$ cat config.mk
export PLATFORM = sky130hd
export DESIGN_NAME = ar_rx_word
export DESIGN_NICKNAME = d
export VERILOG_FILES = /design/src/rtl/ar_rx_word.sv
export SDC_FILE = /design/constraint.sdc
export NUM_CORES = 1
export LEC_CHECK = 0
export ABC_CLOCK_PERIOD_IN_PS = 5050
export BUFFER_PORTS_ARGS = -buffer_cell sky130_fd_sc_hd__buf_4
export CORE_ASPECT_RATIO = 1.2
export CORE_MARGIN = 10
export CORE_UTILIZATION = 63
export DETAILED_ROUTE_END_ITERATION = 10
export MAX_ROUTING_LAYER = met4
export PLACE_DENSITY = 0.82
export SYNTH_ARGS = -nofsm -noshare
export SYNTH_HDL_FRONTEND = slang
export SYNTH_SLANG_ARGS = --single-unit
export TNS_END_PERCENT = 1
$ cat constraint.sdc
create_clock -name clk -period 5.05 [get_ports clk]
set_clock_uncertainty 0.1 [all_clocks]
set_input_delay 0.2525 -clock clk [delete_from_list [all_inputs] [get_ports clk]]
set_output_delay 0.2525 -clock clk [all_outputs]
set_load 0.005 [all_outputs]
$ cat src/rtl/ar_rx_word.sv
// ARINC-429 word receiver: validates RZ pulse/null timing on RXP/RXN and assembles 32-bit words.
// Optional label filter enabled by defining AR_LABEL_FILT_EN.
module ar_rx_word #(
  parameter int unsigned W_MIN    = 2,
  parameter int unsigned W_MAX    = 6,
  parameter int unsigned NULL_MIN = 2,
  parameter int unsigned GAP_MIN  = 24,
  parameter logic [7:0]  LABEL    = 8'h00
) (
  input  logic        clk,
  input  logic        res_n,
  input  logic        ce,
  input  logic        RXP,
  input  logic        RXN,
  output logic [31:0] dat,
  output logic        ce_wr,
  output logic        par_ok,
  output logic [7:0]  N_word,
  output logic        err,
  output logic [2:0]  err_code
);

  localparam int unsigned CW = $clog2(GAP_MIN + 1);
  localparam int unsigned WW = $clog2(W_MAX + 1);

  localparam logic [CW-1:0] GAP_C  = CW'(GAP_MIN);
  localparam logic [CW-1:0] NULL_C = CW'(NULL_MIN);
  localparam logic [WW-1:0] WMIN_C = WW'(W_MIN);
  localparam logic [WW-1:0] WMAX_C = WW'(W_MAX);

  localparam logic [1:0] S_SYNC  = 2'd0;
  localparam logic [1:0] S_NULLW = 2'd1;
  localparam logic [1:0] S_PULSE = 2'd2;
  localparam logic [1:0] S_DONE  = 2'd3;

  logic          rxp_s1_q, rxp_s2_q, rxn_s1_q, rxn_s2_q;
  logic [1:0]    state_q, state_d;
  logic [CW-1:0] cnt_q, cnt_d;
  logic [WW-1:0] wid_q, wid_d;
  logic [5:0]    k_q, k_d;
  logic [31:0]   sr_q, sr_d;
  logic          pol_q, pol_d;
  logic          gap_q, gap_d;
  logic [31:0]   dat_q, dat_d;
  logic          ce_wr_q, ce_wr_d;
  logic          par_q, par_d;
  logic [7:0]    nword_q, nword_d;
  logic          err_q, err_d;
  logic [2:0]    code_q, code_d;

  logic lv_null, lv_hi, lv_lo, lv_both, lv_pulse;
  logic fault;
  logic [2:0] fault_code;
  logic keep;

  assign lv_null  = ~rxp_s2_q & ~rxn_s2_q;
  assign lv_hi    =  rxp_s2_q & ~rxn_s2_q;
  assign lv_lo    = ~rxp_s2_q &  rxn_s2_q;
  assign lv_both  =  rxp_s2_q &  rxn_s2_q;
  assign lv_pulse = lv_hi | lv_lo;

`ifdef AR_LABEL_FILT_EN
  assign keep = (sr_q[7:0] == LABEL);
`else
  logic unused_label;
  assign keep = 1'b1;
  assign unused_label = ^LABEL;
`endif

  // Next-state and output decode; all decisions on ce, delivery one clk after the 32nd bit.
  always_comb begin
    state_d    = state_q;
    cnt_d      = cnt_q;
    wid_d      = wid_q;
    k_d        = k_q;
    sr_d       = sr_q;
    pol_d      = pol_q;
    gap_d      = gap_q;
    dat_d      = dat_q;
    ce_wr_d    = 1'b0;
    par_d      = par_q;
    nword_d    = nword_q;
    err_d      = 1'b0;
    code_d     = code_q;
    fault      = 1'b0;
    fault_code = 3'd0;

    case (state_q)
      S_SYNC: begin
        if (ce) begin
          if (!lv_null) begin
            cnt_d = '0;
          end else if (cnt_q == GAP_C - CW'(1)) begin
            state_d = S_NULLW;
            cnt_d   = GAP_C;
            k_d     = 6'd0;
            gap_d   = 1'b0;
          end else begin
            cnt_d = cnt_q + CW'(1);
          end
        end
      end
      S_NULLW: begin
        if (ce) begin
          if (lv_null) begin
            if (cnt_q != GAP_C) begin
              cnt_d = cnt_q + CW'(1);
              // Reaching a full gap satisfies the inter-word gap and aborts a partial word.
              if (cnt_q == GAP_C - CW'(1)) begin
                gap_d = 1'b0;
                if (k_q != 6'd0) begin
                  k_d    = 6'd0;
                  err_d  = 1'b1;
                  code_d = 3'd4;
                end
              end
            end
          end else if (lv_both) begin
            fault = 1'b1; fault_code = 3'd1;
          end else if (gap_q) begin
            fault = 1'b1; fault_code = 3'd6;
          end else if (cnt_q < NULL_C) begin
            fault = 1'b1; fault_code = 3'd3;
          end else begin
            pol_d   = lv_hi;
            wid_d   = WW'(1);
            state_d = S_PULSE;
          end
        end
      end
      S_PULSE: begin
        if (ce) begin
          if (lv_both || (lv_pulse && (lv_hi != pol_q))) begin
            fault = 1'b1; fault_code = 3'd1;
          end else if (lv_pulse) begin
            if (wid_q == WMAX_C) begin
              fault = 1'b1; fault_code = 3'd5;
            end else begin
              wid_d = wid_q + WW'(1);
            end
          end else if (wid_q < WMIN_C) begin
            fault = 1'b1; fault_code = 3'd2;
          end else begin
            sr_d    = {pol_q, sr_q[31:1]};
            k_d     = k_q + 6'd1;
            cnt_d   = CW'(1);
            state_d = (k_q == 6'd31) ? S_DONE : S_NULLW;
          end
        end
      end
      default: begin
        if (keep) begin
          dat_d   = sr_q;
          par_d   = ^sr_q;
          ce_wr_d = 1'b1;
          nword_d = nword_q + 8'd1;
        end
        k_d     = 6'd0;
        gap_d   = 1'b1;
        state_d = S_NULLW;
        if (ce && lv_null && (cnt_q != GAP_C)) cnt_d = cnt_q + CW'(1);
      end
    endcase

    // Any timing violation drops the partial word and resynchronises on a full gap.
    if (fault) begin
      err_d   = 1'b1;
      code_d  = fault_code;
      state_d = S_SYNC;
      cnt_d   = '0;
      k_d     = 6'd0;
      gap_d   = 1'b0;
    end
  end

  always_ff @(posedge clk or negedge res_n) begin
    if (!res_n) begin
      rxp_s1_q <= 1'b0;
      rxp_s2_q <= 1'b0;
      rxn_s1_q <= 1'b0;
      rxn_s2_q <= 1'b0;
      state_q  <= S_SYNC;
      cnt_q    <= '0;
      wid_q    <= '0;
      k_q      <= 6'd0;
      sr_q     <= 32'd0;
      pol_q    <= 1'b0;
      gap_q    <= 1'b0;
      dat_q    <= 32'd0;
      ce_wr_q  <= 1'b0;
      par_q    <= 1'b0;
      nword_q  <= 8'd0;
      err_q    <= 1'b0;
      code_q   <= 3'd0;
    end else begin
      rxp_s1_q <= RXP;
      rxp_s2_q <= rxp_s1_q;
      rxn_s1_q <= RXN;
      rxn_s2_q <= rxn_s1_q;
      state_q  <= state_d;
      cnt_q    <= cnt_d;
      wid_q    <= wid_d;
      k_q      <= k_d;
      sr_q     <= sr_d;
      pol_q    <= pol_d;
      gap_q    <= gap_d;
      dat_q    <= dat_d;
      ce_wr_q  <= ce_wr_d;
      par_q    <= par_d;
      nword_q  <= nword_d;
      err_q    <= err_d;
      code_q   <= code_d;
    end
  end

  assign dat      = dat_q;
  assign ce_wr    = ce_wr_q;
  assign par_ok   = par_q;
  assign N_word   = nword_q;
  assign err      = err_q;
  assign err_code = code_q;

endmodule

==> flow_metrics.tcl, run 1 <==
set metrics [dict create \
    syn_inst 393 \
    placed_cells 518 \
    placed_cell_area_sq_um 5180 \
    drive_above_1_share_pct 32.0 \
    grt_first_pass_wirelength_mm 15.4 \
    seq_area_sq_um 2500 \
    hold_path_class "input port to flip-flop" \
    wl_met1_mm 4.09 \
    p_per_area_nw_per_um2 379 \
    cts_root_buf "clkbuf_8" \
    synthTopCellsByArea "dfrtp_1 53%, mux2_2 16%, xnor2_1 6.1%" \
    placeableCoreArea_sq_um 7320 \
    die_x_microns 99.3 \
    finalWorstSetupSlack_ns 2.15 \
    multi_input_area_sq_um 2120 \
    vias 3131 \
    worstSetupStartpointType "flip-flop" \
    clk_latency_ns 0.36 \
    rsz0062_at_grt "no" \
    syn_area_sq_um 4760 \
    wl_met2_mm 4.71 \
    detailed_place_hpwl_mm 6.32 \
    antenna_left 0 \
    die_h_microns 115 \
    synth_edf_count 0 \
    slew_viol_final 0 \
    final_core_util_pct 73.8 \
    fill_cells 513 \
    synth.top_cell.area_share_pct 52.6 \
    final_area_sq_um 5400 \
    period_needed_ns 2.90 \
    crit_type "flip-flop to flip-flop" \
    grt_max_degree 80 \
    finalNonFillerCells 537 \
    num-nets-final 461 \
    drtPass1Iterations 4 \
    drc 0 \
    setup_viol 0 \
    crit_fanout 32 \
    synth.avg_cell_area_sq_um 12.1 \
    viasPerCell 5.83 \
    yosysSeqAreaShare_pct 52.6 \
    port-buffer-count 50 \
    timing.max_cap.violations 0 \
    fin_setup_tns_ns 0 \
    crit_chain "inv_1, ha_1, or3_1, a31o_2, nand2_1, or3_1, buf_4, or2_4, o31ai_1" \
    status "finished, final reports clean" \
    max_stage_delay_ns 0.44 \
    ys_warn_count 0 \
    relSlewSlack_pct 36.1 \
    cts_tree "yes" \
    clockBufferDepth 2 \
    cp_data_arrival_time_ns 3.06 \
    dp_worst_setup_slack_ns 2.16 \
    clkSinkCount 100 \
    end_kind "flip-flop" \
    synth_top_flop_cell "dfrtp_1" \
    post_cts_buffers 0 \
    max-vdd-ir-drop_v 0.000260 \
    area_growth_pct 13.5 \
    power.total_mw 2.05 \
    cts.htree.levels 3 \
    drt-initial-drc-count 115 \
    rows 34 \
    met3_length_microns 237 \
    grt_pass1_vias 3211 \
    whs_ns 0.194 \
    antenna_cells 0 \
    dieArea_sq_um 11400 \
    top_layer_used "met4" \
    routed_wl_mm 9.14 \
    synth_top_area_cell "dfrtp_1" \
    syn_nets 412 \
    track_usage_pct 16.7 \
    place_congestion 0.864 \
    start_util_pct 65.0 \
    cts_made_buffers 9 \
    antenna_found_initial 0 \
    ff2ff_setup_slack_ns 2.15 \
    postSynth.asyncResetShare_pct 100 \
    path_common_cell "or3_1" \
    max_freq_mhz 345 \
    cp_slowest_cell "dfrtp_1" \
    ys_types 52 \
    hold_viol_final 0 \
    required_ns 5.22 \
    synth-seq-cells 100 \
    p_leak_nw 2.63 \
    fin_crit_sh_pct 57.4 \
    worst_pin_slew_ns 0.958 \
    clkTransAtPathRegs_ns 0.10 \
    route.detailed.wl_per_inst_microns 17.0 \
    io_pins 51 \
    grt_overflow_total 0 \
]
[repair_timing]
item,in CTS,in global routing
hold buffers,3,0
gates resized for setup,0,0
hold endpoints to repair,23,0
[cell usage in the layout, fill, tap and decap left out, drive strengths merged, types with 2 or more instances in the layout]
master,instances
a21oi,9
a22o,2
a31oi,5
and2,2
and3,6
buf,52
clkbuf,10
clkinv,3
dfrtp,100
dlygate4sd3,3
ha,14
inv,15
mux2,68
nand2,21
nand2b,2
nand3,11
nand4,6
nor2,13
nor2b,2
nor3,8
nor4,2
o21ai,18
o31ai,6
o41ai,3
or3,4
xnor2,33
xor2,6
[registers in the layout, indices dropped and copies added, names as in the netlist, 2 cells and up]
signal,flops
N_word,8
cnt_q,5
dat,32
err_code,3
k_q,6
sr_q,32
state_q,2
wid_q,3
[cells in the mapped netlist (2+ instances only)]
| library cell | instances |
|---|---|
| a21oi_1 | 8 |
| a22o_1 | 2 |
| a31oi_1 | 5 |
| and2_1 | 2 |
| and3_1 | 6 |
| buf_2 | 3 |
| buf_4 | 3 |
| clkbuf_1 | 10 |
| dfrtp_1 | 100 |
| ha_1 | 14 |
| inv_1 | 13 |
| mux2_2 | 68 |
| nand2_1 | 21 |
| nand2b_1 | 2 |
| nand3_1 | 11 |
| nand4_1 | 6 |
| nor2_1 | 13 |
| nor2b_1 | 2 |
| nor3_1 | 7 |
| nor4_1 | 2 |
| o21ai_0 | 16 |
| o21ai_1 | 2 |
| o31ai_1 | 6 |
| o41ai_1 | 3 |
| or3_1 | 4 |
| xnor2_1 | 33 |
| xor2_1 | 6 |
[report_power, final]
part           switching, mW  internal, mW
sequential            0.0840         0.875
clock                  0.288         0.202
combinational          0.346         0.251
total                  0.717          1.33
[layer usage]
layer	track usage [%]	vias to the layer above
met5	-	-
met4	5.93	0
met3	3.30	10
met2	27.4	58
met1	19.9	1565
li1	-	1498
[cells by family after synthesis]
group           share of synthesized area [%]
compound gates                           8.28
xor+xnor                                 7.18
fa+ha+maj                                3.68
buf+inv                                  2.84
flops                                    52.6
mux                                      16.4
simple gates                             9.05
[path summary, 6_finish.rpt]
path / cells past startpoint / endpoint / start
min reg2reg: 0 / rxp_s2_q / rxp_s1_q
max: 9 / k_q[4] / rxn_s2_q
max reg2reg: 9 / k_q[4] / rxn_s2_q
min in group asynchronous: 2 / gap_q / res_n
max in group asynchronous: 3 / dat[15] / res_n
min: 4 / gap_q / ce
[worst max-delay path, delay by kind of cell, from the launching register on]
family | cells | cell delay (ns)
compound gates | 2 | 0.44
fa+ha+maj | 1 | 0.44
buf+inv | 2 | 0.34
flops | 1 | 0.44
simple gates | 4 | 1.04
[layout make-up]
cell class                 count  area share (%)
clock inverter                 6            1.04
timing repair buffer          55            7.78
sequential                   100            46.3
tap                           90            2.08
clock buffer                  10            2.55
inverter                      13           0.903
multi-input combinational    263            39.3
Power figures use the tool's default switching activity.
==> run 2, diff against run 1 <==
ABC_CLOCK_PERIOD_IN_PS = 2500   (was 5050)
CORE_UTILIZATION = 53   (was 63)
PLACE_DENSITY = 0.73   (was 0.82)
clock period = 2.5 ns   (was 5.05 ns; I/O delays follow)
==> run 2 against run 1 <==
Via count up 1.4%; fmax up 21%; flip-flop and latch count unchanged; cell area up 4.1%; cell count up 7.4%; sequential share of layout area down 1.8 points; critical path type unchanged; highest routed layer unchanged.
==> flow_metrics.tcl, run 2 (synthesized netlist as in run 1, its figures left out) <==
set metrics [dict create \
    status "finished, final reports clean" \
    antenna_found_initial 0 \
    cts.htree.levels 3 \
    end_kind "flip-flop" \
    worst_pin_slew_ns 0.608 \
    max-vdd-ir-drop_v 0.000572 \
    finalWorstSetupSlack_ns 0.105 \
    die_h_microns 124 \
    place_congestion 0.867 \
    max_stage_delay_ns 0.44 \
    antenna_cells 0 \
    max_freq_mhz 417 \
    viasPerCell 5.50 \
    final_area_sq_um 5620 \
    vias 3174 \
    die_x_microns 106 \
    track_usage_pct 15.1 \
    fill_cells 667 \
    rsz0062_at_grt "yes" \
    grt_overflow_total 0 \
    worstSetupStartpointType "flip-flop" \
    clkSinkCount 100 \
    period_needed_ns 2.40 \
    rows 37 \
    crit_type "flip-flop to flip-flop" \
    routed_wl_mm 9.34 \
    relSlewSlack_pct 59.5 \
    grt_max_degree 54 \
    start_util_pct 55.0 \
    hold_path_class "input port to flip-flop" \
    whs_ns 0.0613 \
    grt_first_pass_wirelength_mm 15.8 \
    port-buffer-count 50 \
    detailed_place_hpwl_mm 6.74 \
    fin_crit_sh_pct 95.8 \
    p_leak_nw 2.72 \
    drtPass1Iterations 5 \
    clkTransAtPathRegs_ns 0.09 \
    layout_commonest_cell "dfrtp_1" \
    placed_cells 557 \
    crit_fanout 6 \
    setup_viol 0 \
    ff2ff_setup_slack_ns 0.10 \
    cp_data_arrival_time_ns 2.57 \
    clk_latency_ns 0.37 \
    num-nets-final 474 \
    antenna_left 0 \
    cts_tree "yes" \
    placed_cell_area_sq_um 5340 \
    final_cell_mix "100 x dfrtp_1, 68 x mux2_2, 62 x buf_4" \
    placeableCoreArea_sq_um 8660 \
    required_ns 2.67 \
    cp_slowest_cell "or3_1" \
    cts_made_buffers 9 \
    dp_worst_setup_slack_ns -0.0155 \
    slew_viol_final 0 \
    hold_viol_final 0 \
    clockBufferDepth 2 \
    io_pins 51 \
    p_per_area_nw_per_um2 754 \
    finalNonFillerCells 577 \
    cts_root_buf "clkbuf_8" \
    area_growth_pct 18.1 \
    drc 0 \
    route.detailed.wl_per_inst_microns 16.2 \
    drt-initial-drc-count 149 \
    dieArea_sq_um 13200 \
    crit_chain "inv_1, ha_4, buf_4, or3_1, or3_4, or2_4, o31ai_1" \
    grt_pass1_vias 3242 \
    drive_above_1_share_pct 35.4 \
    timing.max_cap.violations 0 \
]
[run 2: cell types whose count changed in the layout (fill, tap and decap cells not counted), sizes merged]
| cell | delta |
|---|---|
| clkinvlp | -1 |
| clkbuf | +1 |
| clkinv | +1 |
| buf | +12 |
[run 2: area by class of cell]
cell class | count | area [sq um] | area share (%)
tap | 117 | 146 | 2.60
sequential | 100 | 2500 | 44.5
inverter | 13 | 48.8 | 0.868
multi-input combinational | 263 | 2180 | 38.7
timing repair buffer | 68 | 561 | 9.97
clock inverter | 6 | 57.6 | 1.02
clock buffer | 10 | 128 | 2.27
[run 2: stage by stage]
| step | util [%] | TNS, ns | power (mW) |
|---|---|---|---|
| floorplan | - | 0 | 2.83 |
| global placement | 61.7 | 0 | 3.24 |
| detailed placement | 61.7 | -0.0252 | 3.27 |
| CTS | 64.3 | 0 | 4.25 |
| global route | 64.9 | -0.0244 | 4.52 |
| finish | 64.9 | 0 | 4.24 |
[run 2: layer usage]
layer	GRT usage (%)	part of all wire [%]	up-vias	routed length (microns)
met3	4.08	4.2	14	390
li1	-	-	1527	-
met5	-	0	-	0
met2	24.7	51	66	4800
met1	17.5	43	1567	4000
met4	5.51	1.6	0	145
[run 2: worst max-delay path: cells and delay by family, from the launching register on]
family | cells | cell delay (ns)
AOI/OAI and AO/OA | 1 | 0.23
adders and majority gates | 1 | 0.23
buffers and inverters | 2 | 0.26
DFF | 1 | 0.39
and+or+nand+nor | 3 | 1.11
[run 2: repair_timing]
action / CTS / global route
gates cloned: 0 / 1
pin swaps: 0 / 0
endpoints found under the hold margin: 49 / 0
hold buffers: 3 / 0
endpoints found under the setup margin: 5 / 43
gates resized for setup: 1 / 5
buffers inserted: 0 / 0
[run 2: final timing paths]
kind / cells past startpoint / startpoint / end
worst min register to register: 0 / rxn_s1_q / rxn_s2_q
worst max register to register: 7 / rxn_s2_q / k_q[3]
worst min-delay path: 4 / ce / gap_q
max in group asynchronous: 3 / res_n / rxn_s1_q
min in group asynchronous: 2 / res_n / dat[6]
worst max-delay path: 7 / rxn_s2_q / k_q[3]
[run 2: power by group]
part,internal (mW),switching [mW]
Combinational,0.600,0.733
Clock,0.383,0.579
Sequential,1.77,0.174
==> run 3, diff against run 2 <==
--- a/config.mk
+++ b/config.mk
@@ -13,5 +13,6 @@
 export DETAILED_ROUTE_END_ITERATION = 10
 export MAX_ROUTING_LAYER = met4
-export PLACE_DENSITY = 0.73
+export PLACE_DENSITY = 0.83
+export SETUP_SLACK_MARGIN = 0.1
 export SYNTH_ARGS = -nofsm -noshare
 export SYNTH_HDL_FRONTEND = slang
==> constraint.sdc (replaced) <==
create_clock -name clk -period 2.5 [get_ports clk]
set_clock_uncertainty 0.1 [all_clocks]
set_input_delay 0.125 -clock clk [delete_from_list [all_inputs] [get_ports clk]]
set_output_delay 0.125 -clock clk [all_outputs]
set_load 0.02 [all_outputs]
==> run 3 against run 2 <==
Worst hold slack improved by 0.0088 ns; register-to-register slack about the same; setup slack worse by 0.0017 ns; power is 2.2% higher; routed wire length rose by 2.3%; fmax about the same; clock power is 3.7% lower; via count barely moved; utilization increased by 0.43 points; first-iteration DRC count shrank 39%; highest routed layer unchanged.
==> flow_metrics.tcl, run 3 (synthesized netlist as in run 1, its figures left out) <==
set metrics [dict create \
    cp_data_arrival_time_ns 2.58 \
    r2r_cells 6 \
    holdPathStages 3 \
    dieArea_sq_um 13200 \
    grt_overflow_total 0 \
    grt_pass1_vias 3267 \
    cts_tree "yes" \
    final_core_util_pct 65.4 \
    fin_crit_sh_pct 95.9 \
    crit_chain "buf_6, mux2_4, or3_4, or3_4, or2_4, o31ai_2" \
    status "finished, final reports clean" \
    max-vdd-ir-drop_v 0.000466 \
    hold_start "ce" \
    antenna_cells 0 \
    max_stage_delay_ns 0.46 \
    final_cell_mix "100 x dfrtp_1, 67 x mux2_2, 60 x buf_4" \
    grt_max_degree 59 \
    vias 3176 \
    timing.max_cap.violations 0 \
    antenna_found_initial 0 \
    reg2reg_from "rxp_s2_q" \
    drive_above_1_share_pct 36.3 \
    cts_root_buf "clkbuf_8" \
    fin_setup_tns_ns 0 \
    slew_viol_final 0 \
    max_freq_mhz 417 \
    drc 0 \
    area_growth_pct 18.9 \
    die_h_microns 124 \
    port-buffer-count 50 \
    placeableCoreArea_sq_um 8660 \
    detailed_place_hpwl_mm 6.61 \
    die_x_microns 106 \
    post_cts_buffers 0 \
    cts_made_buffers 9 \
    reg2reg_to "k_q[5]" \
    p_per_area_nw_per_um2 765 \
    grt_first_pass_wirelength_mm 15.9 \
    track_usage_pct 15.2 \
    startpoint "rxp_s2_q" \
    num-nets-final 474 \
    hold_path_class "input port to flip-flop" \
    worst-path-buf-inv 1 \
    crit_type "flip-flop to flip-flop" \
    worst_pin_slew_ns 0.725 \
    cts.htree.levels 3 \
    drtPass1Iterations 4 \
    required_ns 2.68 \
    layout_commonest_cell "dfrtp_1" \
    cp_top_family "simple AND/OR/NAND/NOR gates" \
    clockBufferDepth 2 \
    antenna_left 0 \
    p_leak_nw 2.72 \
    ff2ff_setup_slack_ns 0.10 \
    crit_fanout 5 \
    setup_viol 0 \
    clk_latency_ns 0.37 \
    viasPerCell 5.50 \
    clkTransAtPathRegs_ns 0.09 \
    rows 37 \
    io_pins 51 \
    routed_wl_mm 9.55 \
    end_kind "flip-flop" \
    rsz0062_at_grt "yes" \
    hold_viol_final 0 \
    relSlewSlack_pct 51.6 \
    drt-initial-drc-count 91 \
    start_util_pct 55.0 \
    worstSetupStartpointType "flip-flop" \
    min_to "err" \
    cp_slowest_cell "or3_4" \
    period_needed_ns 2.40 \
    place_congestion 0.886 \
    clkSinkCount 100 \
    path_common_cell "or3_4" \
    route.detailed.wl_per_inst_microns 16.6 \
]
run 3: cell types whose count changed in the layout (fill, tap and decap cells not counted), sizes merged:
| cell | previous run | this run |
|---|---|---|
| clkinvlp | 0 | 2 |
| buf | 64 | 65 |
| clkinv | 4 | 2 |
| inv | 15 | 14 |
run 3: worst register-to-register path: stages, from the launching register on:
cell and delay (ns):
dfrtp_1 0.41, buf_6 0.14, mux2_4 0.28, or3_4 0.41, or3_4 0.46, or2_4 0.31, o31ai_2 0.21
run 3: what timing repair did:
action                                 CTS  global route
setup endpoints to repair               40            43
hold buffers                             3             0
resized for setup                        4            17
cloned                                   1             0
pin swaps                                1             5
endpoints found under the hold margin   58             0
run 3: final cells by class:
class | count | area [sq um]
flip-flops and latches | 100 | 2500
multi-input cells | 263 | 2220
clock inverters | 5 | 37.5
fillers | 645 | 3000
inverters | 13 | 48.8
well taps | 117 | 146
repair buffers | 68 | 571
clock buffers | 11 | 131
run 3: metrics by stage:
step	hold slack [ns]	std cells	setup slack, ns	total power [mW]	instance area, sq um
final	0.0701	577	0.103	4.33	5660
after detailed placement	0.130	557	0.0158	3.33	5340
after floorplan	-0.271	393	0.0526	2.91	4800
after global routing	0.0714	577	0.0124	4.59	5660
after CTS	0.0488	577	0.0469	4.29	5600
after global placement	0.117	557	0.0620	3.26	5340
run 3: metal layers:
| metal | global-route usage, % | up-vias | routed length [microns] |
|---|---|---|---|
| li1 | - | 1523 | - |
| met3 | 3.26 | 13 | 445 |
| met2 | 24.7 | 59 | 4720 |
| met4 | 6.53 | 0 | 151 |
| met1 | 18.1 | 1581 | 4240 |
| met5 | - | - | 0 |
run 3: worst max-delay path by stage:
| stage | end | slack, ns | cells past startpoint |
|---|---|---|---|
| 2_1_floorplan | cnt_q[0] | 0.05 | 8 |
| 3_3_place_gp | sr_q[26] | 0.06 | 8 |
| 3_5_place_dp | sr_q[30] | 0.02 | 8 |
| 4_1_cts | sr_q[28] | 0.05 | 8 |
| 5_1_grt | cnt_q[0] | 0.01 | 9 |
| 6_report | k_q[5] | 0.10 | 6 |
run 3: power breakdown:
group          leakage (nW)  internal, mW  total [mW]  switching, mW
Sequential             1.36          1.77        1.95          0.183
Combinational          1.28         0.620        1.45          0.834
Clock                0.0799         0.367       0.926          0.559
